==> config.mk <==
export PLATFORM = sky130hd
export DESIGN_NAME = voice_allocator
export DESIGN_NICKNAME = d
export VERILOG_FILES = /design/src/rtl/synth_alloc_pkg.sv /design/src/rtl/voice_age_bank.sv /design/src/rtl/voice_allocator.sv
export SDC_FILE = /design/constraint.sdc
export NUM_CORES = 1
export LEC_CHECK = 0
export ABC_AREA = 1
export BUFFER_PORTS_ARGS = -buffer_cell sky130_fd_sc_hd__buf_2
export CAP_MARGIN = 40
export CORE_MARGIN = 8
export CORE_UTILIZATION = 58
export DETAILED_ROUTE_END_ITERATION = 10
export GPL_TIMING_DRIVEN = 0
export PLACE_DENSITY_LB_ADDON = 0.05
export SYNTH_ARGS = -nofsm -noshare
export SYNTH_HDL_FRONTEND = slang
export SYNTH_SLANG_ARGS = --single-unit
export TNS_END_PERCENT = 1
==> constraint.sdc <==
create_clock -name s_axi_aclk -period 4.85 [get_ports s_axi_aclk]
set_input_delay 0.97 -clock s_axi_aclk [delete_from_list [all_inputs] [get_ports s_axi_aclk]]
set_output_delay 0.97 -clock s_axi_aclk [all_outputs]
set_load 0.005 [all_outputs]
==> src/rtl/synth_alloc_pkg.sv <==
// Shared types for the voice allocator: FSM state encoding and note-on candidate classes.
// A higher class code always beats a lower one; age only breaks ties among STEAL candidates.
package synth_alloc_pkg;

  typedef enum logic [1:0] {
    ST_IDLE   = 2'd0,
    ST_SCAN   = 2'd1,
    ST_COMMIT = 2'd2
  } alloc_state_e;

  typedef enum logic [1:0] {
    CLS_STEAL = 2'd0,
    CLS_REL   = 2'd1,
    CLS_IDLE  = 2'd2,
    CLS_SAME  = 2'd3
  } voice_class_e;

  function automatic voice_class_e classify(input logic gate, input logic busy, input logic note_eq);
    if (gate && note_eq) return CLS_SAME;
    else if (gate)       return CLS_STEAL;
    else if (busy)       return CLS_REL;
    else                 return CLS_IDLE;
  endfunction

endpackage

==> src/rtl/voice_age_bank.sv <==
// Per-voice saturating age counters: on a commit strobe the chosen voice is cleared
// and every voice in inc_mask ages by one, stopping at all-ones.
module voice_age_bank #(
  parameter int C_NUM_CHAN  = 16,
  parameter int C_AGE_WIDTH = 8,
  localparam int IDX_W      = $clog2(C_NUM_CHAN)
) (
  input  logic                            clk,
  input  logic                            rst_n,
  input  logic                            commit,
  input  logic [C_NUM_CHAN-1:0]           inc_mask,
  input  logic [IDX_W-1:0]                clr_idx,
  output logic [C_NUM_CHAN*C_AGE_WIDTH-1:0] ages
);

  localparam logic [C_AGE_WIDTH-1:0] AGE_MAX = '1;

  logic [C_AGE_WIDTH-1:0] age_q [C_NUM_CHAN];

  for (genvar j = 0; j < C_NUM_CHAN; j++) begin : g_age
    always_ff @(posedge clk or negedge rst_n) begin
      if (!rst_n) begin
        age_q[j] <= '0;
      end else if (commit) begin
        if (clr_idx == IDX_W'(j))
          age_q[j] <= '0;
        else if (inc_mask[j] && (age_q[j] != AGE_MAX))
          age_q[j] <= age_q[j] + 1'b1;
      end
    end
    assign ages[C_AGE_WIDTH*(j+1)-1 : C_AGE_WIDTH*j] = age_q[j];
  end

endmodule

==> src/rtl/voice_allocator.sv <==
// Voice allocator: maps note-on/note-off events onto C_NUM_CHAN synth voices by a serial
// per-channel scan. Optional statistics counters are built when ALLOC_STATS_EN is defined.
module voice_allocator
  import synth_alloc_pkg::*;
#(
  parameter int C_NUM_CHAN   = 16,
  parameter int C_NOTE_WIDTH = 7,
  parameter int C_VEL_WIDTH  = 7,
  parameter int C_AGE_WIDTH  = 8,
  localparam int IDX_W       = $clog2(C_NUM_CHAN)
) (
  input  logic                               s_axi_aclk,
  input  logic                               s_axi_aresetn,
  input  logic                               ev_valid,
  output logic                               ev_ready,
  input  logic                               ev_note_on,
  input  logic [C_NOTE_WIDTH-1:0]            ev_note,
  input  logic [C_VEL_WIDTH-1:0]             ev_velocity,
  input  logic [C_NUM_CHAN-1:0]              voice_busy,
  output logic [C_NUM_CHAN-1:0]              gate_out,
  output logic [C_NUM_CHAN*C_NOTE_WIDTH-1:0] note_out,
  output logic [C_NUM_CHAN*C_VEL_WIDTH-1:0]  velocity_out,
  output logic [C_NUM_CHAN-1:0]              retrig_out,
  output logic [IDX_W-1:0]                   alloc_chan,
`ifdef ALLOC_STATS_EN
  input  logic                               stats_clr,
  output logic [15:0]                        steal_count,
  output logic [15:0]                        drop_count,
`endif
  output logic [1:0]                         dbg_state
);

  // Event handshake: an event is accepted on a rising edge where ev_valid && ev_ready;
  // ev_ready is registered and is high only while the FSM sits in IDLE.

  alloc_state_e state, state_nxt;
  logic [IDX_W-1:0]        idx;
  logic                    cap_on;
  logic [C_NOTE_WIDTH-1:0] cap_note;
  logic [C_VEL_WIDTH-1:0]  cap_vel;
  logic [IDX_W-1:0]        best_idx;
  voice_class_e            best_class;
  logic [C_AGE_WIDTH-1:0]  best_age;
  logic                    found;

  logic [C_NOTE_WIDTH-1:0] note_arr [C_NUM_CHAN];
  logic [C_VEL_WIDTH-1:0]  vel_arr  [C_NUM_CHAN];
  logic [C_AGE_WIDTH-1:0]  age_arr  [C_NUM_CHAN];
  logic [C_NUM_CHAN*C_AGE_WIDTH-1:0] ages;

  logic                    handshake, last_idx, take;
  logic                    cur_gate, note_eq, age_commit;
  voice_class_e            cur_class;
  logic [C_NUM_CHAN-1:0]   inc_mask;

  assign handshake  = ev_valid && ev_ready;
  assign last_idx   = (idx == IDX_W'(C_NUM_CHAN - 1));
  assign dbg_state  = state;
  assign age_commit = (state == ST_COMMIT) && cap_on;
  assign inc_mask   = gate_out & ~(C_NUM_CHAN'(1) << best_idx);

  always_comb begin
    state_nxt = state;
    case (state)
      ST_IDLE:   if (handshake) state_nxt = ST_SCAN;
      ST_SCAN:   if (last_idx)  state_nxt = ST_COMMIT;
      ST_COMMIT: state_nxt = ST_IDLE;
      default:   state_nxt = ST_IDLE;
    endcase
  end

  // Candidate evaluation for the channel under the scan pointer.
  always_comb begin
    cur_gate  = gate_out[idx];
    note_eq   = (note_arr[idx] == cap_note);
    cur_class = classify(cur_gate, voice_busy[idx], note_eq);
    take      = 1'b0;
    if (cap_on) begin
      if (idx == '0)
        take = 1'b1;
      else if (cur_class > best_class)
        take = 1'b1;
      else if ((cur_class == CLS_STEAL) && (best_class == CLS_STEAL) && (age_arr[idx] > best_age))
        take = 1'b1;
    end else begin
      take = !found && cur_gate && note_eq;
    end
  end

  always_ff @(posedge s_axi_aclk or negedge s_axi_aresetn) begin
    if (!s_axi_aresetn) begin
      state      <= ST_IDLE;
      ev_ready   <= 1'b0;
      idx        <= '0;
      cap_on     <= 1'b0;
      cap_note   <= '0;
      cap_vel    <= '0;
      best_idx   <= '0;
      best_class <= CLS_STEAL;
      best_age   <= '0;
      found      <= 1'b0;
    end else begin
      state    <= state_nxt;
      ev_ready <= (state_nxt == ST_IDLE);
      if (state == ST_IDLE && handshake) begin
        idx      <= '0;
        cap_on   <= ev_note_on;
        cap_note <= ev_note;
        cap_vel  <= ev_velocity;
        found    <= 1'b0;
      end else if (state == ST_SCAN) begin
        if (!last_idx) idx <= idx + 1'b1;
        if (take) begin
          best_idx   <= idx;
          best_class <= cur_class;
          best_age   <= age_arr[idx];
          found      <= 1'b1;
        end
      end
    end
  end

  // Result registers; only the COMMIT cycle touches them.
  always_ff @(posedge s_axi_aclk or negedge s_axi_aresetn) begin
    if (!s_axi_aresetn) begin
      gate_out   <= '0;
      retrig_out <= '0;
      alloc_chan <= '0;
      for (int j = 0; j < C_NUM_CHAN; j++) begin
        note_arr[j] <= '0;
        vel_arr[j]  <= '0;
      end
    end else begin
      retrig_out <= '0;
      if (state == ST_COMMIT) begin
        if (cap_on) begin
          gate_out[best_idx]   <= 1'b1;
          note_arr[best_idx]   <= cap_note;
          vel_arr[best_idx]    <= cap_vel;
          retrig_out[best_idx] <= 1'b1;
          alloc_chan           <= best_idx;
        end else if (found) begin
          gate_out[best_idx] <= 1'b0;
          alloc_chan         <= best_idx;
        end
      end
    end
  end

  voice_age_bank #(
    .C_NUM_CHAN  (C_NUM_CHAN),
    .C_AGE_WIDTH (C_AGE_WIDTH)
  ) u_age_bank (
    .clk      (s_axi_aclk),
    .rst_n    (s_axi_aresetn),
    .commit   (age_commit),
    .inc_mask (inc_mask),
    .clr_idx  (best_idx),
    .ages     (ages)
  );

  for (genvar j = 0; j < C_NUM_CHAN; j++) begin : g_pack
    assign age_arr[j] = ages[C_AGE_WIDTH*(j+1)-1 : C_AGE_WIDTH*j];
    assign note_out[C_NOTE_WIDTH*(j+1)-1 : C_NOTE_WIDTH*j] = note_arr[j];
    assign velocity_out[C_VEL_WIDTH*(j+1)-1 : C_VEL_WIDTH*j] = vel_arr[j];
  end

`ifdef ALLOC_STATS_EN
  always_ff @(posedge s_axi_aclk or negedge s_axi_aresetn) begin
    if (!s_axi_aresetn) begin
      steal_count <= '0;
      drop_count  <= '0;
    end else if (stats_clr) begin
      steal_count <= '0;
      drop_count  <= '0;
    end else if (state == ST_COMMIT) begin
      if (cap_on && (best_class == CLS_STEAL) && (steal_count != 16'hFFFF))
        steal_count <= steal_count + 16'd1;
      if (!cap_on && !found && (drop_count != 16'hFFFF))
        drop_count <= drop_count + 16'd1;
    end
  end
`endif

endmodule

Word-level counts from Yosys, hierarchy flattened --
Index checks and enable logic that the tools add are counted.
Word-level totals: output and inout port bits 263, logic and storage cells 274, bits of input ports 34, register bits 425
Operators by class: $add $sub $neg 17, mux-type cells 70, eq/ne operators 36, bitwise logic cells 8, order comparisons 8, reduce and logical (&&, ||, !) cells 73, shifts and indexed selects 1
Operators with widths (count):
- $mux 8 | 34
- $bwmux 112 | 2
- $add 8x1->8 const B | 16
- $ne 8x8->1 const B | 16
- $mux 16 | 4
- $reduce_and 2->1 | 20
- $reduce_bool 2->1 | 19
- $eq 4x4->1 const B | 9
- $and 16x16->16 | 2
- $bmux 8 s4 | 1
- $not 16->16 | 2
- $bmux 7 s4 | 1
- $demux 7 s4 | 1
- $logic_and 1x1->1 | 26
- $mux 7 | 3
- $mux 4 | 5
- $eq 4x3->1 const B | 4
- $or 16x16->16 | 1
- $shl 1x4->16 const A | 1
- $ge 5x5->1 const B | 2
- $lt 4x5->1 const B | 2
- $mux 1 | 10
- $mux 2 | 5
- $not 4->5 | 2
- other kinds (19) | 25

Depth between registers and ports, before layout --
Gate-level depths: netlist of run 1.
depth in word-level cells 17, gate-level depth with buffers 29, depth with buffers taken out 25

Modules after synthesis --
Synthesis of run 1 repeated with hierarchy kept, for this count alone.
Unflattened totals: cells, all modules 3115, area, all modules 22218.8 um2
By module, submodules not included:
- voice_allocator | cells an instance 1778, area each 13888.3 um2, times used 1, sequential area each 7432.1 um2
- voice_age_bank | cells an instance 1337, area each 8330.5 um2, times used 1, sequential area each 3203.1 um2

Worst setup path after synthesis of run 1 --
No wires, ideal clock.
path kind register -> register, start register idx[0], end register best_idx[1], setup slack 1.378 ns, data arrival time 3.355 ns, setup time 0.117 ns, clock period less this slack 3.472 ns, required time 4.733 ns, cell stages (with the launch flop) 26, path buffers 6, path through dfrtp_1 -> buf_4 -> inv_4 -> buf_6 -> buf_2 -> buf_2 -> buf_2 -> a21oi_1 -> o21ai_0 -> nand2_1 -> a2111o_1 -> ha_1 -> nand2_1 -> o21ai_0 -> a21oi_1 -> o21ai_0 -> nand2_1 -> nor3_1 -> nand3_1 -> nand2_1 -> nand2_1 -> nand2_4 -> nand2_2 -> buf_6 -> nand2_1 -> nand2_1
Between the ends: cells in the longest elaborated chain, start to end 15, elaborated cells between the ends (all ways) 29, classes of those cells order compare (2); eq/ne (1); mux (17); bitwise (1); reduce/logical (8)
Ends and longest elaborated chain:
- start, declared | line voice_allocator.sv:37 | logic [IDX_W-1:0] idx;
- start signal, assigned | line voice_allocator.sv:112 | if (!last_idx) idx <= idx + 1'b1;
- $not 4->5 (not written as such) | line voice_allocator.sv:75, voice_allocator.sv:83
- $bmux 7 s4 | line voice_allocator.sv:75 | note_eq = (note_arr[idx] == cap_note);
- $mux 7 (not written as such) (2 in a row) | line voice_allocator.sv:75
- $eq 7x7->1 | line voice_allocator.sv:75
- $logic_and 1x1->1 | line synth_alloc_pkg.sv:19 | if (gate && note_eq) return CLS_SAME;
- $mux 2 | line synth_alloc_pkg.sv:19
- $logic_not 2->1 | line voice_allocator.sv:83 | else if ((cur_class == CLS_STEAL) && (best_class == CLS_STEAL) && (age_arr[idx] > best_age))
- $logic_and 1x1->1 (2 in a row) | line voice_allocator.sv:83
- $mux 1 | line voice_allocator.sv:83
- $mux 1 | line voice_allocator.sv:81 | else if (cur_class > best_class)
- $mux 1 | line voice_allocator.sv:79 | if (idx == '0)
- $mux 1 (*) | line voice_allocator.sv:78 | if (cap_on) begin
- $reduce_and 3->1 (no source line) (*)
- end signal, assigned | line voice_allocator.sv:114 | best_idx <= idx;
- end, declared | line voice_allocator.sv:41 | logic [IDX_W-1:0] best_idx;
Every way passes the cells marked *; elsewhere a longest branch is shown, timed or not. The select of a mux whose other input is x is not followed. A chain may end at the register's enable or synchronous reset.

Worst setup path after layout of run 1 --
start register idx[0], end register best_age[2]
Between the ends: cells in the longest elaborated chain, start to end 15, elaborated cells between the ends (all ways) 29, classes of those cells order compare (2); eq/ne (1); mux (17); bitwise (1); reduce/logical (8)
Ends and longest elaborated chain:
- $not 4->5 (not written as such) | line voice_allocator.sv:75, voice_allocator.sv:83, voice_allocator.sv:116
- $bmux 7 s4 | line voice_allocator.sv:75
- $mux 7 (not written as such) (2 in a row) | line voice_allocator.sv:75
- $eq 7x7->1 | line voice_allocator.sv:75
- $logic_and 1x1->1 | line synth_alloc_pkg.sv:19
- $mux 2 | line synth_alloc_pkg.sv:19
- $logic_not 2->1 | line voice_allocator.sv:83
- $logic_and 1x1->1 (2 in a row) | line voice_allocator.sv:83
- $mux 1 | line voice_allocator.sv:83
- $mux 1 | line voice_allocator.sv:81
- $mux 1 | line voice_allocator.sv:79
- $mux 1 | line voice_allocator.sv:78
- $reduce_and 3->1 (no source line)
- end signal, assigned | line voice_allocator.sv:116 | best_age <= age_arr[idx];
- end, declared | line voice_allocator.sv:43 | logic [C_AGE_WIDTH-1:0] best_age;
Parallel ways exist; a longest one is shown, timed or not. The select of a mux whose other input is x is not followed.

==> impl_metrics.yaml, run 1 <==
outcome:
  outcome: "finished, final reports clean"
critical_path:
  critPathTopFamily: "buffers and inverters"
  timing.critical_path.buf_inv: 5
  path_cells: "buf_4 -> buf_4 -> buf_2 -> clkbuf_1 -> a21oi_1 -> o21ai_0 -> a21oi_1 -> a2111o_1 -> ha_1 -> a21oi_1 -> o21ai_0 -> a21oi_1 -> o21ai_0 -> nand2_1 -> nor3_1 -> nand3_1 -> nand2_1 -> nand2_1 -> nand2_4 -> nand2_2 -> buf_6 -> nand2_1 -> nand2_1"
  cp_slowest_cell: "clkbuf_1"
  slowest_delay_ns: 0.50
  path_max_fanout: 10
  end_kind: "flop"
  worstSetupPathType: "reg -> reg"
  worstPathRequired_ns: 5.31
  cp-start-kind: "flop"
  arrival_ns: 4.95
  crit_path_frequent_cell: "nand2_1"
sta:
  relSlewSlack_pct: 39.8
  skew_ns: 0.0172
  hold_viol_final: 0
  slew_violations: 0
  setup_viol: 0
  min_period_ns: 4.48
  min_period_over_period_pct: 92.4
  max_freq_mhz: 223
  worst_pin_slew_ns: 0.899
  rsz0062_at_grt: "false"
die:
  core.rowCount: 68
  core_area_sq_mm: 0.0346
  die_h_microns: 204
  die-area_sq_mm: 0.0415
  dieWidth_microns: 204
  io_pins: 297
  initial_core_util_pct: 59.0
grt:
  grt_pass1_wl_mm: 111
  grt_pass1_vias: 19400
  grt_max_degree: 122
  antenna_found_initial: 1
  grtUsageTotal_pct: 34.8
  overflow: 0
clock_network:
  cts_tree: "done"
  cts_setup_buffers: 0
  path_clk_slew_ns: 0.06
  cts_buffer_depth: 3
  cts-root-buf: "clkbuf_16"
  h-tree-depth: 2
  cts_resized: 0
  cts_made_buffers: 45
  cts.sinks: 425
  ctsHoldBuffers: 0
  clock_latency_ns: 0.59
final_layout:
  n_fill_cell: 2876
  seq_area_sq_mm: 0.0106
  drive_above_1_share_pct: 15.4
  fin_nets: 2945
  area_growth_syn_to_layout_pct: 17.7
  layout_commonest_cell: "nand2_1"
  layout_common_cells: "nand2_1, dfrtp_1, o21ai_0"
  layout.cells.non_filler: 3369
  multi_input_area_sq_mm: 0.00806
  antenna_cells: 0
  final_core_util_pct: 69.4
synthesis:
  synth_cell_type_count: 49
  syn_area_sq_mm: 0.0204
  yosysWarnings: 0
  synth_edf_count: 0
  async_flop_share_pct: 100
  seq_area_frac_synth_pct: 52.1
  ys_seq_elements: 425
  syn_inst: 2539
  synthFlopType: "dfrtp_1"
  synth_nets: 2601
  syn_avg_cell_area_sq_um: 8.04
routing:
  num_vias: 19600
  drt-pass1-iter-count: 7
  vias_per_cell: 5.81
  avgRoutedWirePerCell_microns: 21.7
  routed_wl_mm: 73.2
  ant_nets: 0
  drt_iter0_drc: 1736
  drc: 0
placed_design:
  gp_congestion: 1.04
  port_buffers: 296
  dp_cells: 3293
  dp_hpwl_mm: 55.1
run:
  drv_cap: 0
power_and_ir_drop:
  p_leak_nw: 11.9
  vdd_drop_max_uv: 338
  power_density_mw_per_mm2: 500
hold_path:
  min-delay-path-class: "in -> async"
[cells in the mapped netlist, drive strengths merged, types with 3 or more instances]
library cell | number | share of area (%)
nor2 | 211 | 4.1
nor3 | 74 | 2.0
dfrtp | 425 | 52
buf | 45 | 1.4
o211ai | 3 | 0.11
nor4 | 13 | 0.40
o22ai | 10 | 0.31
a211oi | 17 | 0.65
nand4 | 13 | 0.40
o21ai | 431 | 11
a21oi | 164 | 4.0
nand3 | 84 | 2.1
clkinv | 3 | 0.055
ha | 28 | 1.7
a2111o | 6 | 0.33
xor2 | 6 | 0.26
o21a | 5 | 0.18
a221oi | 7 | 0.30
clkbuf | 78 | 1.5
nand2 | 584 | 11
a21boi | 13 | 0.48
a31oi | 5 | 0.15
inv | 300 | 5.5
[report_power, final]
part	internal [W]	total [W]	switching, W
registers	0.00393	0.00422	0.000283
logic	0.00131	0.00434	0.00303
clock network	0.00200	0.00347	0.00147
[per-stage QoR]
| stage | setup TNS [ns] | cell area [sq um] | setup slack, ns | hold slack (ns) | total power (W) |
|---|---|---|---|---|---|
| 2_1_floorplan | 0 | 20400 | 1.38 | 0.442 | 0.00679 |
| 5_1_grt | 0 | 24000 | 0.0803 | 0.468 | 0.0126 |
| 6_report | 0 | 24000 | 0.367 | 0.416 | 0.0120 |
| 3_5_place_dp | 0 | 22600 | 0.224 | 0.460 | 0.00851 |
| 4_1_cts | 0 | 24000 | 0.172 | 0.449 | 0.0120 |
| 3_3_place_gp | -2337.14 | 22500 | -5.54 | 0.454 | 0.00843 |
[cells by family after synthesis]
kind of cell	after synthesis	synth area share [%]
XOR/XNOR	8	0.343
flip-flops	425	52.1
buffers and inverters	426	8.44
adder cells (fa/ha/maj)	28	1.72
AND/OR/NAND/NOR	983	20.0
AO/OA/AOI/OAI	669	17.4
[per-layer routing]
metal | wire length [microns] | GRT usage [%] | up-vias
li1 | - | - | 8995
met1 | 29200 | 45.1 | 9459
met2 | 34100 | 55.3 | 962
met3 | 6610 | 7.65 | 165
met4 | 3340 | 16.3 | 2
met5 | 8 | 0 | -
[flip-flops by register name, indices dropped and copies added, names as in the netlist, named ones only]
register         count
alloc_chan           4
best_age             8
best_class           2
best_idx             4
cap_note             7
cap_on               1
cap_vel              7
dbg_state            2
ev_ready             1
found                1
idx                  4
note_out           112
retrig_out          16
u_age_bank.ages    128
velocity_out       112
[cell type report]
| type | count | area share, % |
|---|---|---|
| Buffer | 121 | 2.42 |
| Tap cell | 455 | 2.37 |
| Inverter | 303 | 4.74 |
| Sequential cell | 425 | 44.3 |
| Multi-Input combinational cell | 1688 | 33.6 |
| Clock inverter | 9 | 0.427 |
| Timing Repair Buffer | 299 | 6.55 |
| Clock buffer | 69 | 5.69 |
[worst paths after layout]
check | start | slack, ns | endpoint | cells past startpoint
min reg2reg | best_age[3]$_DFFE_PN0P_ | 0.48 | best_age[3]$_DFFE_PN0P_ | 2
min in group s_axi_aclk | best_age[3]$_DFFE_PN0P_ | 0.48 | best_age[3]$_DFFE_PN0P_ | 2
max | idx[0]$_DFFE_PN0P_ | 0.37 | best_age[2]$_DFFE_PN0P_ | 23
min | s_axi_aresetn | 0.42 | u_age_bank.ages[52]$_DFFE_PN0P_ | 1
max reg2reg | idx[0]$_DFFE_PN0P_ | 0.37 | best_age[2]$_DFFE_PN0P_ | 23
max in group asynchronous | s_axi_aresetn | 3.32 | velocity_out[86]$_DFFE_PN0P_ | 2
No activity file was read; power rests on OpenSTA's default activity.
==> run 2: changes to the inputs <==
--- a/config.mk
+++ b/config.mk
@@ -11,7 +11,7 @@
 export CORE_MARGIN = 8
 export CORE_UTILIZATION = 58
 export DETAILED_ROUTE_END_ITERATION = 10
-export GPL_TIMING_DRIVEN = 0
+export GPL_TIMING_DRIVEN = 1
 export PLACE_DENSITY_LB_ADDON = 0.05
 export SYNTH_ARGS = -nofsm -noshare
 export SYNTH_HDL_FRONTEND = slang
==> impl_metrics.yaml, run 2 (same netlist as run 1, synthesis figures left out) <==
critical_path:
  timing.critical_path.buf_inv: 2
  slowest_delay_ns: 0.51
  crit_path_frequent_cell: "nand2_1"
  arrival_ns: 4.55
  worstSetupPathType: "reg -> reg"
  path_cells: "inv_4 -> buf_16 -> a21oi_1 -> o21ai_0 -> nand2_1 -> a2111o_1 -> ha_1 -> nand2_1 -> o21ai_0 -> a21oi_1 -> o21ai_0 -> nand2_1 -> nor3_1 -> nand3_1 -> nand2_1 -> nand2_1 -> nand2_4 -> nand2_2 -> nand2_1 -> nand2_1"
  critPathTopFamily: "simple AND/OR/NAND/NOR gates"
  path_max_fanout: 72
  cp-start-kind: "flop"
  path_depth: 20
  worstPathRequired_ns: 5.33
  end_kind: "flop"
  reg2reg_depth: 20
  cp_slowest_cell: "dfrtp_4"
routing:
  vias_per_cell: 5.73
  routed_wl_mm: 66.2
  num_vias: 18800
  avgRoutedWirePerCell_microns: 20.2
  drt_iter0_drc: 1756
  drt-pass1-iter-count: 6
  drc: 0
  ant_nets: 0
placed_design:
  dp_hpwl_mm: 47.1
  dpl-instance-area_sq_mm: 0.0223
  dp_cells: 3199
  port_buffers: 296
  gp_congestion: 0.956
final_layout:
  fin_nets: 2854
  area_growth_syn_to_layout_pct: 17.2
  layout_commonest_cell: "nand2_1"
  final_area_sq_mm: 0.0239
  largest_register_ffs: 128
  seq_area_sq_mm: 0.0106
  layout_common_cells: "nand2_1, dfrtp_1, o21ai_0"
  drive_above_1_share_pct: 15.8
  n_fill_cell: 2861
  layout.cells.non_filler: 3284
  multi_input_area_sq_mm: 0.00806
die:
  die-area_sq_mm: 0.0415
  core_area_sq_mm: 0.0346
  die_h_microns: 204
  core.rowCount: 68
  io_pins: 297
  dieWidth_microns: 204
  initial_core_util_pct: 59.0
clock_network:
  cts_buffer_depth: 3
  ctsHoldBuffers: 0
  h-tree-depth: 2
  cts_resized: 0
  clock_latency_ns: 0.61
  cts_tree: "done"
  path_clk_slew_ns: 0.06
  cts_setup_buffers: 0
  cts-root-buf: "clkbuf_16"
  cts_made_buffers: 46
  cts.sinks: 425
power_and_ir_drop:
  power_density_mw_per_mm2: 504
  vdd_drop_max_uv: 441
  p_leak_nw: 11.9
sta:
  relSlewSlack_pct: 42.1
  hold_viol_final: 0
  worst_pin_slew_ns: 0.868
  rsz0062_at_grt: "false"
  max_freq_mhz: 246
  slew_violations: 0
  setup_viol: 0
  min_period_ns: 4.07
  setup_tns_ns: 0
  skew_ns: 0.0258
  min_period_over_period_pct: 83.9
grt:
  grt_pass1_vias: 18500
  grt_pass1_wl_mm: 104
  antenna_found_initial: 1
  grt_max_degree: 154
  overflow: 0
  grtUsageTotal_pct: 31.5
outcome:
  outcome: "finished, final reports clean"
hold_path:
  min-delay-path-class: "in -> async"
run:
  drv_cap: 0
==> run 2: changes by cell type in the layout (fill, tap and decap cells not counted), sizes merged <==
cell      change
clkbuf       -80
buf          -12
bufinv        +6
clkinvlp      -1
diode         +1
inv           +1
==> run 2: metrics by stage <==
| step | util, % | hold slack, ns | setup slack [ns] | power (W) |
|---|---|---|---|---|
| after floorplan | - | 0.442 | 1.38 | 0.00679 |
| after global placement | 64.0 | 0.459 | 0.808 | 0.00807 |
| after detailed placement | 64.3 | 0.464 | 0.930 | 0.00818 |
| after CTS | 69.1 | 0.461 | 0.859 | 0.0121 |
| after global routing | 69.1 | 0.493 | 0.487 | 0.0127 |
| final | 69.1 | 0.407 | 0.779 | 0.0121 |
==> run 2: cell type report <==
cell class,count,area share [%]
repair buffers,328,7.69
inverters,303,4.76
clock inverters,15,1.25
diodes,1,0.0105
flip-flops and latches,425,44.4
multi-input cells,1688,33.7
well taps,455,2.38
clock buffers,69,5.80
==> run 2: report_power, final <==
part	internal (W)	leakage (nW)	switching, W
clock	0.00236	0.831	0.00152
sequential	0.00394	5.81	0.000376
combinational	0.00117	5.25	0.00272
total	0.00747	11.9	0.00461
==> run 2: final timing paths <==
kind / startpoint / to / slack, ns
max in group asynchronous: s_axi_aresetn / velocity_out[58]$_DFFE_PN0P_ / 3.36
max: idx[0]$_DFFE_PN0P_ / best_age[0]$_DFFE_PN0P_ / 0.78
min in group s_axi_aclk: best_age[7]$_DFFE_PN0P_ / best_age[7]$_DFFE_PN0P_ / 0.48
min reg2reg: best_age[7]$_DFFE_PN0P_ / best_age[7]$_DFFE_PN0P_ / 0.48
min: s_axi_aresetn / retrig_out[4]$_DFF_PN0_ / 0.41
max reg2reg: idx[0]$_DFFE_PN0P_ / best_age[0]$_DFFE_PN0P_ / 0.78
==> run 2: layer usage <==
layer | routed length, microns | share of wire, % | GRT usage [%]
met2 | 31300 | 47 | 51.2
met3 | 5310 | 8.0 | 6.85
met5 | 0 | 0 | 0
met4 | 2700 | 4.1 | 13.4
met1 | 26900 | 41 | 40.4
==> run 2: worst reg2reg max path, cell delays in order (launching register included) <==
cell,delay (ns)
dfrtp_4,0.51
inv_4,0.46
buf_16,0.32
a21oi_1,0.15
o21ai_0,0.09
nand2_1,0.07
a2111o_1,0.46
ha_1,0.31
nand2_1,0.08
o21ai_0,0.20
a21oi_1,0.08
o21ai_0,0.17
nand2_1,0.07
nor3_1,0.14
nand3_1,0.10
nand2_1,0.07
nand2_1,0.08
nand2_4,0.16
nand2_2,0.23
nand2_1,0.13
nand2_1,0.06
==> run 3: changes to the inputs <==
==> constraint.sdc (replaced) <==
create_clock -name s_axi_aclk -period 3.9 [get_ports s_axi_aclk]
set_input_delay 0.78 -clock s_axi_aclk [delete_from_list [all_inputs] [get_ports s_axi_aclk]]
set_output_delay 0.78 -clock s_axi_aclk [all_outputs]
set_load 0.005 [all_outputs]
==> impl_metrics.yaml, run 3 (same netlist as run 1, synthesis figures left out) <==
clock_network:
  cts.sinks: 425
  cts-root-buf: "clkbuf_16"
  ctsHoldBuffers: 0
  clock_latency_ns: 0.60
  cts_made_buffers: 46
  cts_tree: "done"
  cts_setup_buffers: 0
  cts_buffer_depth: 3
  path_clk_slew_ns: 0.06
  h-tree-depth: 2
  cts_resized: 0
sta:
  hold_viol_final: 0
  relSlewSlack_pct: 39.8
  min_period_ns: 3.56
  rsz0062_at_grt: "false"
  min_period_over_period_pct: 91.4
  setup_tns_ns: 0
  max_freq_mhz: 281
  worst_pin_slew_ns: 0.900
  holdWs_ns: 0.256
  setup_viol: 0
  slew_violations: 0
  skew_ns: 0.0337
critical_path:
  crit_path_frequent_cell: "nand2_1"
  arrival_ns: 4.07
  path_max_fanout: 16
  path_cells: "inv_4 -> buf_4 -> nor2_1 -> o21ai_0 -> nand2_1 -> nand2_1 -> o21ai_0 -> nand2_1 -> nand2_1 -> nor2_1 -> nand3_2 -> o21ai_0 -> ha_1 -> a21oi_1 -> a21oi_1 -> a21oi_1 -> nand2_1 -> nand2_1 -> nand2_4 -> nand2_8 -> nand2_1 -> nand2_1"
  timing.critical_path.buf_inv: 2
  worstPathRequired_ns: 4.41
  worstSetupPathType: "reg -> reg"
  end_kind: "flop"
  cp_slowest_cell: "dfrtp_4"
  cp-start-kind: "flop"
  slowest_delay_ns: 0.52
  critPathTopFamily: "simple AND/OR/NAND/NOR gates"
die:
  initial_core_util_pct: 59.0
  io_pins: 297
  core.rowCount: 68
  core_area_sq_mm: 0.0346
  dieWidth_microns: 204
  die-area_sq_mm: 0.0415
  die_h_microns: 204
placed_design:
  dpl-instance-area_sq_mm: 0.0225
  gp_congestion: 0.953
  dp_hpwl_mm: 48.9
  port_buffers: 296
routing:
  avgRoutedWirePerCell_microns: 20.4
  drc: 0
  drt-pass1-iter-count: 6
  vias_per_cell: 5.76
  routed_wl_mm: 67.2
  ant_nets: 0
  num_vias: 19000
  drt_iter0_drc: 1758
final_layout:
  largest_register_ffs: 128
  final_area_sq_mm: 0.0240
  layout_common_cells: "nand2_1, dfrtp_1, o21ai_0"
  area_growth_syn_to_layout_pct: 17.7
  drive_above_1_share_pct: 16.3
  antenna_cells: 0
  final_core_util_pct: 69.4
  layout_commonest_cell: "nand2_1"
  fin_nets: 2872
grt:
  grtUsageTotal_pct: 31.9
  grt_pass1_vias: 18600
  grt_pass1_wl_mm: 104
  antenna_found_initial: 0
  overflow: 0
  grt_max_degree: 103
power_and_ir_drop:
  p_leak_nw: 11.9
  power_density_mw_per_mm2: 622
  finalPower_w: 0.0150
  vdd_drop_max_uv: 673
outcome:
  outcome: "finished, final reports clean"
run:
  drv_cap: 0
hold_path:
  min-delay-path-class: "in -> async"
-- run 3: metal layers --
layer | track usage (%) | vias to the layer above | routed length [microns]
met5 | 0 | - | 0
li1 | - | 8825 | -
met2 | 51.2 | 813 | 31400
met4 | 12.3 | 0 | 2760
met1 | 41.7 | 9224 | 27600
met3 | 7.44 | 155 | 5410
-- run 3: stage by stage --
step / instances / worst slack, ns
global placement: 3214 / 0.338
floorplan: 2539 / 0.428
CTS: 3301 / 0.167
global route: 3301 / 0.0348
detailed placement: 3217 / 0.199
finish: 3301 / 0.336
-- run 3: final timing paths --
| kind | start | to | slack (ns) | depth (start not counted) |
|---|---|---|---|---|
| worst min-delay path | s_axi_aresetn | u_age_bank.ages[42]$_DFFE_PN0P_ | 0.26 | 1 |
| worst max register to register | idx[0]$_DFFE_PN0P_ | best_age[3]$_DFFE_PN0P_ | 0.34 | 22 |
| min in group s_axi_aclk | ev_velocity[4] | cap_vel[4]$_DFFE_PN0P_ | 0.41 | 3 |
| worst max-delay path | idx[0]$_DFFE_PN0P_ | best_age[3]$_DFFE_PN0P_ | 0.34 | 22 |
| max in group asynchronous | s_axi_aresetn | cap_vel[5]$_DFFE_PN0P_ | 2.66 | 2 |
| worst min register to register | best_age[7]$_DFFE_PN0P_ | best_age[7]$_DFFE_PN0P_ | 0.48 | 2 |
-- run 3: final cells by class --
| class | count | area [sq um] |
|---|---|---|
| Multi-Input combinational cell | 1688 | 8080 |
| Fill cell | 2809 | 10600 |
| Inverter | 303 | 1140 |
| Tap cell | 455 | 569 |
| Clock buffer | 62 | 1280 |
| Clock inverter | 22 | 295 |
| Timing Repair Buffer | 346 | 2040 |
| Sequential cell | 425 | 10600 |
-- run 3: power breakdown --
group / internal (W) / leakage [nW] / total [W] / switching, W
Clock: 0.00266 / 0.760 / 0.00455 / 0.00188
Sequential: 0.00490 / 5.81 / 0.00534 / 0.000443
Combinational: 0.00163 / 5.36 / 0.00508 / 0.00345
Total: 0.00919 / 11.9 / 0.0150 / 0.00578
-- run 3: worst register-to-register path: stages (launching register included) --
cell	delay, ns
dfrtp_4	0.52
inv_4	0.14
buf_4	0.27
nor2_1	0.07
o21ai_0	0.21
nand2_1	0.13
nand2_1	0.11
o21ai_0	0.07
nand2_1	0.08
nand2_1	0.05
nor2_1	0.28
nand3_2	0.16
o21ai_0	0.14
ha_1	0.29
a21oi_1	0.16
a21oi_1	0.08
a21oi_1	0.13
nand2_1	0.07
nand2_1	0.11
nand2_4	0.16
nand2_8	0.16
nand2_1	0.07
nand2_1	0.07
